[src/rtl/conv_encoder_tx.sv]
// -----------------------------------------------------------------------------
// conv_encoder_tx
// Rate-1/2, constraint-length-3 convolutional encoder with a word-wide
// valid/ready stream interface. Each accepted 8-bit word is encoded in one
// cycle, MSB first, into a 16-bit coded word. After the last word of a frame
// a tail word is emitted. The tail is the encoding of 8'h00, and it flushes
// the trellis back to the all-zero state.
//
// Ports
//   clk          : rising-edge clock
//   rst          : asynchronous, active-low reset
//   data_in      : information bits, data_in[7] is first in time
//   in_valid     : data_in / in_last valid
//   in_last      : data_in is the last word of the frame
//   in_ready     : encoder accepts a word this cycle
//   data_enc     : coded word, c0 of bit t on [15-2t], c1 on [14-2t]
//   out_valid    : data_enc holds a valid coded word
//   out_last     : data_enc is the tail (flush) word
//   out_ready    : downstream accepts data_enc this cycle
//   frame_words  : data words accepted in the current frame (wraps at 256)
// -----------------------------------------------------------------------------
module conv_encoder_tx #(
  parameter logic [2:0] G0 = 3'b111,
  parameter logic [2:0] G1 = 3'b101
) (
  input  logic        clk,
  input  logic        rst,
  input  logic [7:0]  data_in,
  input  logic        in_valid,
  input  logic        in_last,
  output logic        in_ready,
  output logic [15:0] data_enc,
  output logic        out_valid,
  output logic        out_last,
  input  logic        out_ready,
  output logic [7:0]  frame_words
);

  typedef enum logic [0:0] {
    ST_RUN  = 1'b0,
    ST_TAIL = 1'b1
  } state_e;

  // Even parity of a 3-bit tap vector.
  function automatic logic parity3(input logic [2:0] v);
    return ^v;
  endfunction

  // Encode one word MSB first from trellis state {s1,s2}.
  // Returns {coded_word[15:0], next_state[1:0]}.
  function automatic logic [17:0] encode_word(input logic [7:0] word,
                                              input logic [1:0] state_in);
    logic [7:0]  w;
    logic [1:0]  s;
    logic [15:0] code;
    logic [2:0]  taps;
    w    = word;
    s    = state_in;
    code = 16'h0000;
    for (int unsigned t = 32'd0; t < 32'd8; t++) begin
      taps = {w[7], s};
      // Shifting left puts bit t's pair on [15-2t] and [14-2t].
      code = {code[13:0], parity3(taps & G0), parity3(taps & G1)};
      s    = {w[7], s[1]};
      w    = {w[6:0], 1'b0};
    end
    return {code, s};
  endfunction

  state_e      state_q, state_d;
  logic [1:0]  trellis_q, trellis_d;
  logic [15:0] data_enc_q, data_enc_d;
  logic        out_valid_q, out_valid_d;
  logic        out_last_q, out_last_d;
  logic [7:0]  frame_words_q, frame_words_d;

  logic        out_free_s;
  logic        in_fire_s;
  logic [7:0]  enc_src_s;
  logic [15:0] enc_word_s;
  logic [1:0]  enc_state_s;

  // The output register can take a new word if it is empty or is being drained.
  assign out_free_s = !out_valid_q || out_ready;
  // The rst term keeps in_ready low while reset is held.
  assign in_ready   = rst && (state_q == ST_RUN) && out_free_s;
  assign in_fire_s  = in_valid && in_ready;

  // One shared encoder. In TAIL it encodes zeros to flush the trellis.
  assign enc_src_s  = (state_q == ST_TAIL) ? 8'h00 : data_in;
  assign {enc_word_s, enc_state_s} = encode_word(enc_src_s, trellis_q);

  assign data_enc    = data_enc_q;
  assign out_valid   = out_valid_q;
  assign out_last    = out_last_q;
  assign frame_words = frame_words_q;

  // Next-state logic for the RUN/TAIL controller and its registered outputs.
  always_comb begin
    state_d       = state_q;
    trellis_d     = trellis_q;
    data_enc_d    = data_enc_q;
    out_valid_d   = out_valid_q;
    out_last_d    = out_last_q;
    frame_words_d = frame_words_q;
    case (state_q)
      ST_RUN: begin
        if (in_fire_s) begin
          data_enc_d    = enc_word_s;
          out_valid_d   = 1'b1;
          out_last_d    = 1'b0;
          trellis_d     = enc_state_s;
          frame_words_d = frame_words_q + 8'd1;
          if (in_last) begin
            state_d = ST_TAIL;
          end else begin
            state_d = ST_RUN;
          end
        end else if (out_valid_q && out_ready) begin
          out_valid_d = 1'b0;
          out_last_d  = 1'b0;
        end else begin
          out_valid_d = out_valid_q;
        end
      end
      ST_TAIL: begin
        if (out_free_s) begin
          data_enc_d    = enc_word_s;
          out_valid_d   = 1'b1;
          out_last_d    = 1'b1;
          trellis_d     = 2'b00;
          frame_words_d = 8'd0;
          state_d       = ST_RUN;
        end else begin
          state_d = ST_TAIL;
        end
      end
      default: begin
        state_d       = ST_RUN;
        trellis_d     = 2'b00;
        out_valid_d   = 1'b0;
        out_last_d    = 1'b0;
        frame_words_d = 8'd0;
      end
    endcase
  end

  // State and output registers with asynchronous active-low reset.
  always_ff @(posedge clk or negedge rst) begin
    if (!rst) begin
      state_q       <= ST_RUN;
      trellis_q     <= 2'b00;
      data_enc_q    <= 16'h0000;
      out_valid_q   <= 1'b0;
      out_last_q    <= 1'b0;
      frame_words_q <= 8'd0;
    end else begin
      state_q       <= state_d;
      trellis_q     <= trellis_d;
      data_enc_q    <= data_enc_d;
      out_valid_q   <= out_valid_d;
      out_last_q    <= out_last_d;
      frame_words_q <= frame_words_d;
    end
  end

endmodule
[config.mk]
export PLATFORM = sky130hd
export DESIGN_NAME = conv_encoder_tx
export DESIGN_NICKNAME = d
export VERILOG_FILES = /design/src/rtl/conv_encoder_tx.sv
export SDC_FILE = /design/constraint.sdc
export NUM_CORES = 1
export LEC_CHECK = 0
export CORE_UTILIZATION = 47
export CTS_CLUSTER_DIAMETER = 80
export DETAILED_ROUTE_END_ITERATION = 8
export GPL_TIMING_DRIVEN = 0
export PLACE_DENSITY = 0.9
export SYNTH_ARGS = -nofsm -noshare
export SYNTH_HDL_FRONTEND = slang
export SYNTH_SLANG_ARGS = --single-unit
[constraint.sdc]
create_clock -name clk -period 4.1 [get_ports clk]
set_input_delay 0.615 -clock clk [delete_from_list [all_inputs] [get_ports clk]]
set_output_delay 0.615 -clock clk [all_outputs]
set_load 0.005 [all_outputs]
==> results.sh, run 1 <==
export IMPL_status="completed"
export IMPL_avgSynthCellArea_sq_um=9.875
export IMPL_vias=1171
export IMPL_startpoint_type="primary input"
export IMPL_p_leak_uw=0.0007965
export IMPL_synth_compound_area_share_pct=13.86
export IMPL_place_ws_ns=0.4835
export IMPL_antenna_found_initial=0
export IMPL_multi_input_area_sq_um=599.3
export IMPL_fin_nets=198
export IMPL_hold_viol=0
export IMPL_drive_gt1_share_pct=8.108
export IMPL_synthSimpleGateAreaFrac_pct=17.41
export IMPL_grt_pass1_vias=1152
export IMPL_n_antenna_cell=0
export IMPL_cts_tree="yes"
export IMPL_r2r_setup_slack_ns=2.28
export IMPL_worst_pin_slew_ns=0.8080
export IMPL_drc=0
export IMPL_clk_latency_ns=0.34
export IMPL_yosys_area_share_adder_pct=0.9116
export IMPL_synth_top_family_by_area="simple AND/OR/NAND/NOR gates"
export IMPL_clock_path_buffers=2
export IMPL_final_period_utilization_pct=62.70
export IMPL_synth_top_cell_by_area="dfrtp_1"
export IMPL_root_buffer="clkbuf_4"
export IMPL_finalInstanceArea_sq_um=1857
export IMPL_die_area_sq_um=3140
export IMPL_cp_slowest_cell="clkdlybuf4s50_1"
export IMPL_path_class="in2out"
export IMPL_synth_seq_area_share_pct=52.87
export IMPL_grt_pass1_wl_mm=5.147
export IMPL_yosys_area_top_type_share_pct=52.87
export IMPL_synthMuxAreaShare_pct=0
export IMPL_initial_utilization_pct=49.77
export IMPL_ctsHoldBuffers=0
export IMPL_critPathMaxFanout=6
export IMPL_row_count=19
export IMPL_areaGrowthSynthToFinish_pct=35.28
export IMPL_worst_slack_ns=1.529
export IMPL_finClkSkew_ns=0.01098
export IMPL_synth_area_sq_um=1373
export IMPL_drtPass1Iterations=4
export IMPL_finalSetupViolCount=0
export IMPL_coreArea_sq_um=2758
export IMPL_critPathTopFamily="buffers and inverters"
export IMPL_utilization_pct=67.33
export IMPL_max_freq_mhz=389.0
export IMPL_hold_path_class="in2async"
export IMPL_dp_final_hpwl_mm=2.361
export IMPL_synthXorXnorAreaFrac_pct=11.49
export IMPL_ir_worst_vdd_uv=439.2
export IMPL_io_pins=40
export IMPL_hold_worst_slack_ns=0.2895
export IMPL_fill_cells=243
export IMPL_fin_setup_tns_ns=0
export IMPL_fp_dieW_um=56.04
export IMPL_gr_usage_all_layers_pct=22.01
export IMPL_regArea_sq_um=725.7
export IMPL_final_cell_mix="37 x clkdlybuf4s50_1, 29 x dfrtp_1, 24 x nand2_1"
export IMPL_power_density_nw_per_um2=659.3
export IMPL_post_cts_buffers=0
export IMPL_gp_congestion=0.8352
export IMPL_grt_max_degree=32
export IMPL_critical_path_required_ns=3.48
export IMPL_cpMostUsedCell="clkdlybuf4s50_1"
export IMPL_drv_slew=0
export IMPL_relSlewSlack_pct=45.72
export IMPL_detail_route_antenna_nets=0
export IMPL_vias_per_cell=5.421
export IMPL_drt_iter0_drc=42
export IMPL_portBuffers=38
export IMPL_yosysWarnings=0
export IMPL_wl_mm=3.215
export IMPL_ctsResizeCount=0
export IMPL_layout_commonest_cell="clkdlybuf4s50_1"
export IMPL_clk_pin_slew_ns=0.10
export IMPL_synthTopCellsByArea="dfrtp_1 53%, xnor2_1 8.3%, nand2_1 6.6%, o21ai_0 5.1%, o31ai_1 4.4%"
export IMPL_synthCells=139
export IMPL_crit_path_cell_trace="clkdlybuf4s50_1, nor2b_4, nor2_1, and2_1, clkdlybuf4s50_1"
export IMPL_max_stage_delay_ns=0.53
export IMPL_synth_fp_nets=153
export IMPL_cts_htree_levels=2
export IMPL_die_h_um=56.04
export IMPL_maxCapViolations=0
export IMPL_clock_sinks=29
export IMPL_rsz0062_at_grt="no"
export IMPL_grt_overflow=0
export IMPL_ys_ff_latch=29
export IMPL_arrival_ns=1.96
export IMPL_finalCriticalPeriod_ns=2.571
export IMPL_post_dp_cell_area_sq_um=1792
export IMPL_cp_num_buf_inv=2
export IMPL_endpoint_kind="output pin"
export IMPL_synth_cell_types=27
export IMPL_wl_per_cell_um=14.88
export IMPL_cts_made_buffers=5
synthesized netlist by cell type:
cell type	instances
nor2_1	7
nor3_1	1
o31ai_1	8
and3_1	2
buf_6	1
xnor2_1	13
or2_2	1
inv_1	2
a41oi_1	1
nand3_1	6
a21oi_1	5
ha_1	1
nor3b_1	1
buf_2	2
or4_1	3
o21ai_0	14
a22o_1	2
a31o_2	1
or3_1	1
dfrtp_1	29
and2_1	1
nand2_1	24
clkbuf_1	4
nor2b_4	1
buf_1	1
nor2b_1	2
xor2_1	5
worst paths after layout:
path                                  start              to  cells after the start
worst max-delay path              out_ready        in_ready                      5
worst min-delay path                    rst    data_enc[10]                      1
worst max register to register      state_q  frame_words[7]                      5
worst min register to register  data_enc[8]     data_enc[8]                      2
max in group asynchronous               rst         state_q                      1
min in group clk                data_enc[8]     data_enc[8]                      2
metal layers:
layer	wire length (um)	vias to the layer above	global-route usage, %
met1	1314	547	26.74
met5	0	-	0
li1	-	569	-
met2	1628	51	36.73
met4	34	0	6.272
met3	238	4	8.140
cells by family (layout without fill, tap and decap cells):
| family | after synthesis | after routing |
|---|---|---|
| adders and majority gates | 1 | 1 |
| AOI/OAI and AO/OA | 31 | 31 |
| DFF | 29 | 29 |
| buffers and inverters | 10 | 56 |
| and+or+nand+nor | 50 | 50 |
| xor gates and xnor gates | 18 | 18 |
area by class of cell:
class / instances / share of cell area, %
Inverter: 2 / 0.4043
Tap cell: 31 / 2.089
Timing Repair Buffer: 38 / 20.22
Sequential cell: 29 / 39.08
Multi-Input combinational cell: 100 / 32.28
Buffer: 8 / 2.156
Clock buffer: 7 / 3.504
Clock inverter: 1 / 0.2695
stage by stage:
step	power, uW	cells
detailed placement	1032	208
CTS	1233	216
floorplan	738.7	139
global placement	1003	208
global route	1309	216
finish	1224	216
power by group:
group | switching [uW] | internal [uW] | total [uW] | leakage, uW
registers | 79.0 | 397 | 476 | 0.000369
clock network | 103 | 99.2 | 202 | 0.0000413
logic | 244 | 301 | 546 | 0.000386
flip-flops by register name (all words and copies together) (netlist names):
signal and count:
data_enc 16, state_q 1, trellis_q 2, frame_words 8, out_last 1, out_valid 1
No activity file was read; power rests on OpenSTA's default activity.
==> inputs of run 2 (changes only) <==
--- a/config.mk
+++ b/config.mk
@@ -5,11 +5,11 @@
 export SDC_FILE = /design/constraint.sdc
 export NUM_CORES = 1
 export LEC_CHECK = 0
-export CORE_UTILIZATION = 47
+export CORE_UTILIZATION = 42
 export CTS_CLUSTER_DIAMETER = 80
 export DETAILED_ROUTE_END_ITERATION = 8
 export GPL_TIMING_DRIVEN = 0
-export PLACE_DENSITY = 0.9
+export PLACE_DENSITY = 0.86
 export SYNTH_ARGS = -nofsm -noshare
 export SYNTH_HDL_FRONTEND = slang
 export SYNTH_SLANG_ARGS = --single-unit
==> constraint.sdc (replaced) <==
create_clock -name clk -period 2.18 [get_ports clk]
set_input_delay 0.327 -clock clk [delete_from_list [all_inputs] [get_ports clk]]
set_output_delay 0.327 -clock clk [all_outputs]
set_load 0.005 [all_outputs]
==> run 2 against run 1 <==
  * Global-route usage down 0.81 points
  * Via count up 2.3%
  * Routed wire length up 5.6%
  * Register-to-register slack worse by 2.0 ns
  * Count of clock-buffer cells in the layout unchanged
  * Sequential power up 89%
==> results.sh, run 2 (synthesis gave the netlist of run 1 again) <==
export IMPL_largest_reg_flops=16
export IMPL_wl_per_cell_um=14.70
export IMPL_dp_final_hpwl_mm=2.286
export IMPL_status="completed"
export IMPL_cts_made_buffers=5
export IMPL_p_leak_uw=0.0008256
export IMPL_wl_mm=3.395
export IMPL_worst_pin_slew_ns=0.8134
export IMPL_final_period_utilization_pct=86.08
export IMPL_grt_pass1_vias=1123
export IMPL_grt_pass1_wl_mm=5.326
export IMPL_coreArea_sq_um=3078
export IMPL_fp_dieW_um=59.17
export IMPL_antenna_found_initial=0
export IMPL_root_buffer="clkbuf_4"
export IMPL_place_ws_ns=-1.190
export IMPL_clock_path_buffers=2
export IMPL_startpoint_type="primary input"
export IMPL_max_freq_mhz=532.9
export IMPL_row_count=20
export IMPL_finalSetupViolCount=0
export IMPL_detail_route_antenna_nets=0
export IMPL_cts_tree="yes"
export IMPL_vias=1198
export IMPL_finalCriticalPeriod_ns=1.877
export IMPL_initial_utilization_pct=44.59
export IMPL_portBuffers=38
export IMPL_cts_htree_levels=2
export IMPL_drive_gt1_share_pct=9.091
export IMPL_clock_sinks=29
export IMPL_relSlewSlack_pct=45.35
export IMPL_fin_nets=200
export IMPL_drtPass1Iterations=4
export IMPL_vias_per_cell=5.186
export IMPL_drv_slew=0
export IMPL_arrival_ns=2.16
export IMPL_endpoint_kind="flop"
export IMPL_gr_usage_all_layers_pct=21.21
export IMPL_rsz0062_at_grt="no"
export IMPL_layout_commonest_cell="clkdlybuf4s50_1"
export IMPL_hold_path_class="in2reg"
export IMPL_areaGrowthSynthToFinish_pct=39.38
export IMPL_grt_overflow=0
export IMPL_finClkSkew_ns=0.005428
export IMPL_final_cell_mix="36 x clkdlybuf4s50_1, 29 x dfrtp_1, 24 x nand2_1"
export IMPL_worst_slack_ns=0.3034
export IMPL_critical_path_required_ns=2.46
export IMPL_gp_congestion=0.8579
export IMPL_hold_viol=0
export IMPL_die_area_sq_um=3501
export IMPL_path_class="in2reg"
export IMPL_clk_latency_ns=0.34
export IMPL_fin_setup_tns_ns=0
export IMPL_grt_max_degree=32
export IMPL_maxCapViolations=0
export IMPL_ir_worst_vdd_uv=600.8
export IMPL_die_h_um=59.17
export IMPL_io_pins=40
export IMPL_clk_pin_slew_ns=0.10
export IMPL_drc=0
export IMPL_n_antenna_cell=0
export IMPL_power_density_nw_per_um2=1227
export IMPL_critPathMaxFanout=10
export IMPL_drt_iter0_drc=34
run 2: changes by cell type in the layout (fill, tap and decap cells not counted):
| cell | before | now |
|---|---|---|
| buf_2 | 3 | 1 |
| buf_12 | 0 | 1 |
| buf_4 | 0 | 1 |
| clkbuf_4 | 5 | 6 |
| clkdlybuf4s50_1 | 37 | 36 |
| dlygate4sd3_1 | 0 | 1 |
| dlymetal6s2s_1 | 0 | 1 |
| nor2_1 | 7 | 6 |
| nor2_2 | 0 | 1 |
run 2: layout make-up:
| cell class | instances | area (sq um) |
|---|---|---|
| plain buffers | 8 | 42.54 |
| clock buffers | 7 | 65.06 |
| clock inverters | 1 | 5.005 |
| fillers | 252 | 1165 |
| inverters | 2 | 7.507 |
| multi-input cells | 100 | 601.8 |
| flip-flops and latches | 29 | 725.7 |
| well taps | 44 | 55.05 |
| repair buffers | 40 | 410.4 |
run 2: path summary, 6_finish.rpt:
path | start | endpoint | slack, ns | depth (start not counted)
hold reg to reg | data_enc[4] | data_enc[4] | 0.49 | 2
setup reg to reg | state_q | frame_words[6] | 0.32 | 6
max in group asynchronous | rst | data_enc[0] | 1.43 | 3
setup / recovery | in_valid | frame_words[6] | 0.30 | 7
min in group asynchronous | rst | data_enc[14] | 0.58 | 3
hold / removal | data_in[5] | data_enc[10] | 0.45 | 3
run 2: per-layer routing:
metal / global-route usage [%] / up-vias / wire (um)
met4: 8.163 / 0 / 48
met3: 6.114 / 6 / 140
met1: 26.90 / 590 / 1512
met5: 0 / - / 0
met2: 34.25 / 31 / 1693
li1: - / 571 / -
run 2: metrics by stage:
stage / hold WS, ns / cell area [sq um] / instances / power [uW] / utilization [%]
final: 0.4463 / 1913 / 231 / 2348 / 62.15
after floorplan: 0.03141 / 1373 / 139 / 1389 / -
after detailed placement: 0.4697 / 1808 / 221 / 1946 / 58.74
after global placement: 0.4626 / 1808 / 221 / 1897 / 58.74
after CTS: 0.02476 / 1878 / 229 / 2344 / 61.02
after global routing: 0.4754 / 1913 / 231 / 2508 / 62.15
run 2: power by group:
part / total [uW] / leakage, uW / internal, uW / switching (uW)
sequential: 902 / 0.000369 / 748 / 154
combinational: 1060 / 0.000416 / 577 / 486
clock: 383 / 0.0000413 / 187 / 196
total: 2350 / 0.000826 / 1510 / 836
run 2: what timing repair did:
| item | 4_1_cts | 5_1_grt |
|---|---|---|
| hold endpoints to repair | 0 | 29 |
| hold buffers | 0 | 2 |
| buffers inserted | 0 | 0 |
| gates resized for setup | 7 | 2 |
| endpoints found under the setup margin | 30 | 7 |
| gates cloned | 0 | 0 |
run 2: critical path, cell delays in order:
cell and delay [ns]:
clkdlybuf4s50_1 0.40, a21oi_1 0.27, or2_2 0.16, clkbuf_1 0.33, clkbuf_1 0.44, nand2_1 0.13, nand3_1 0.10
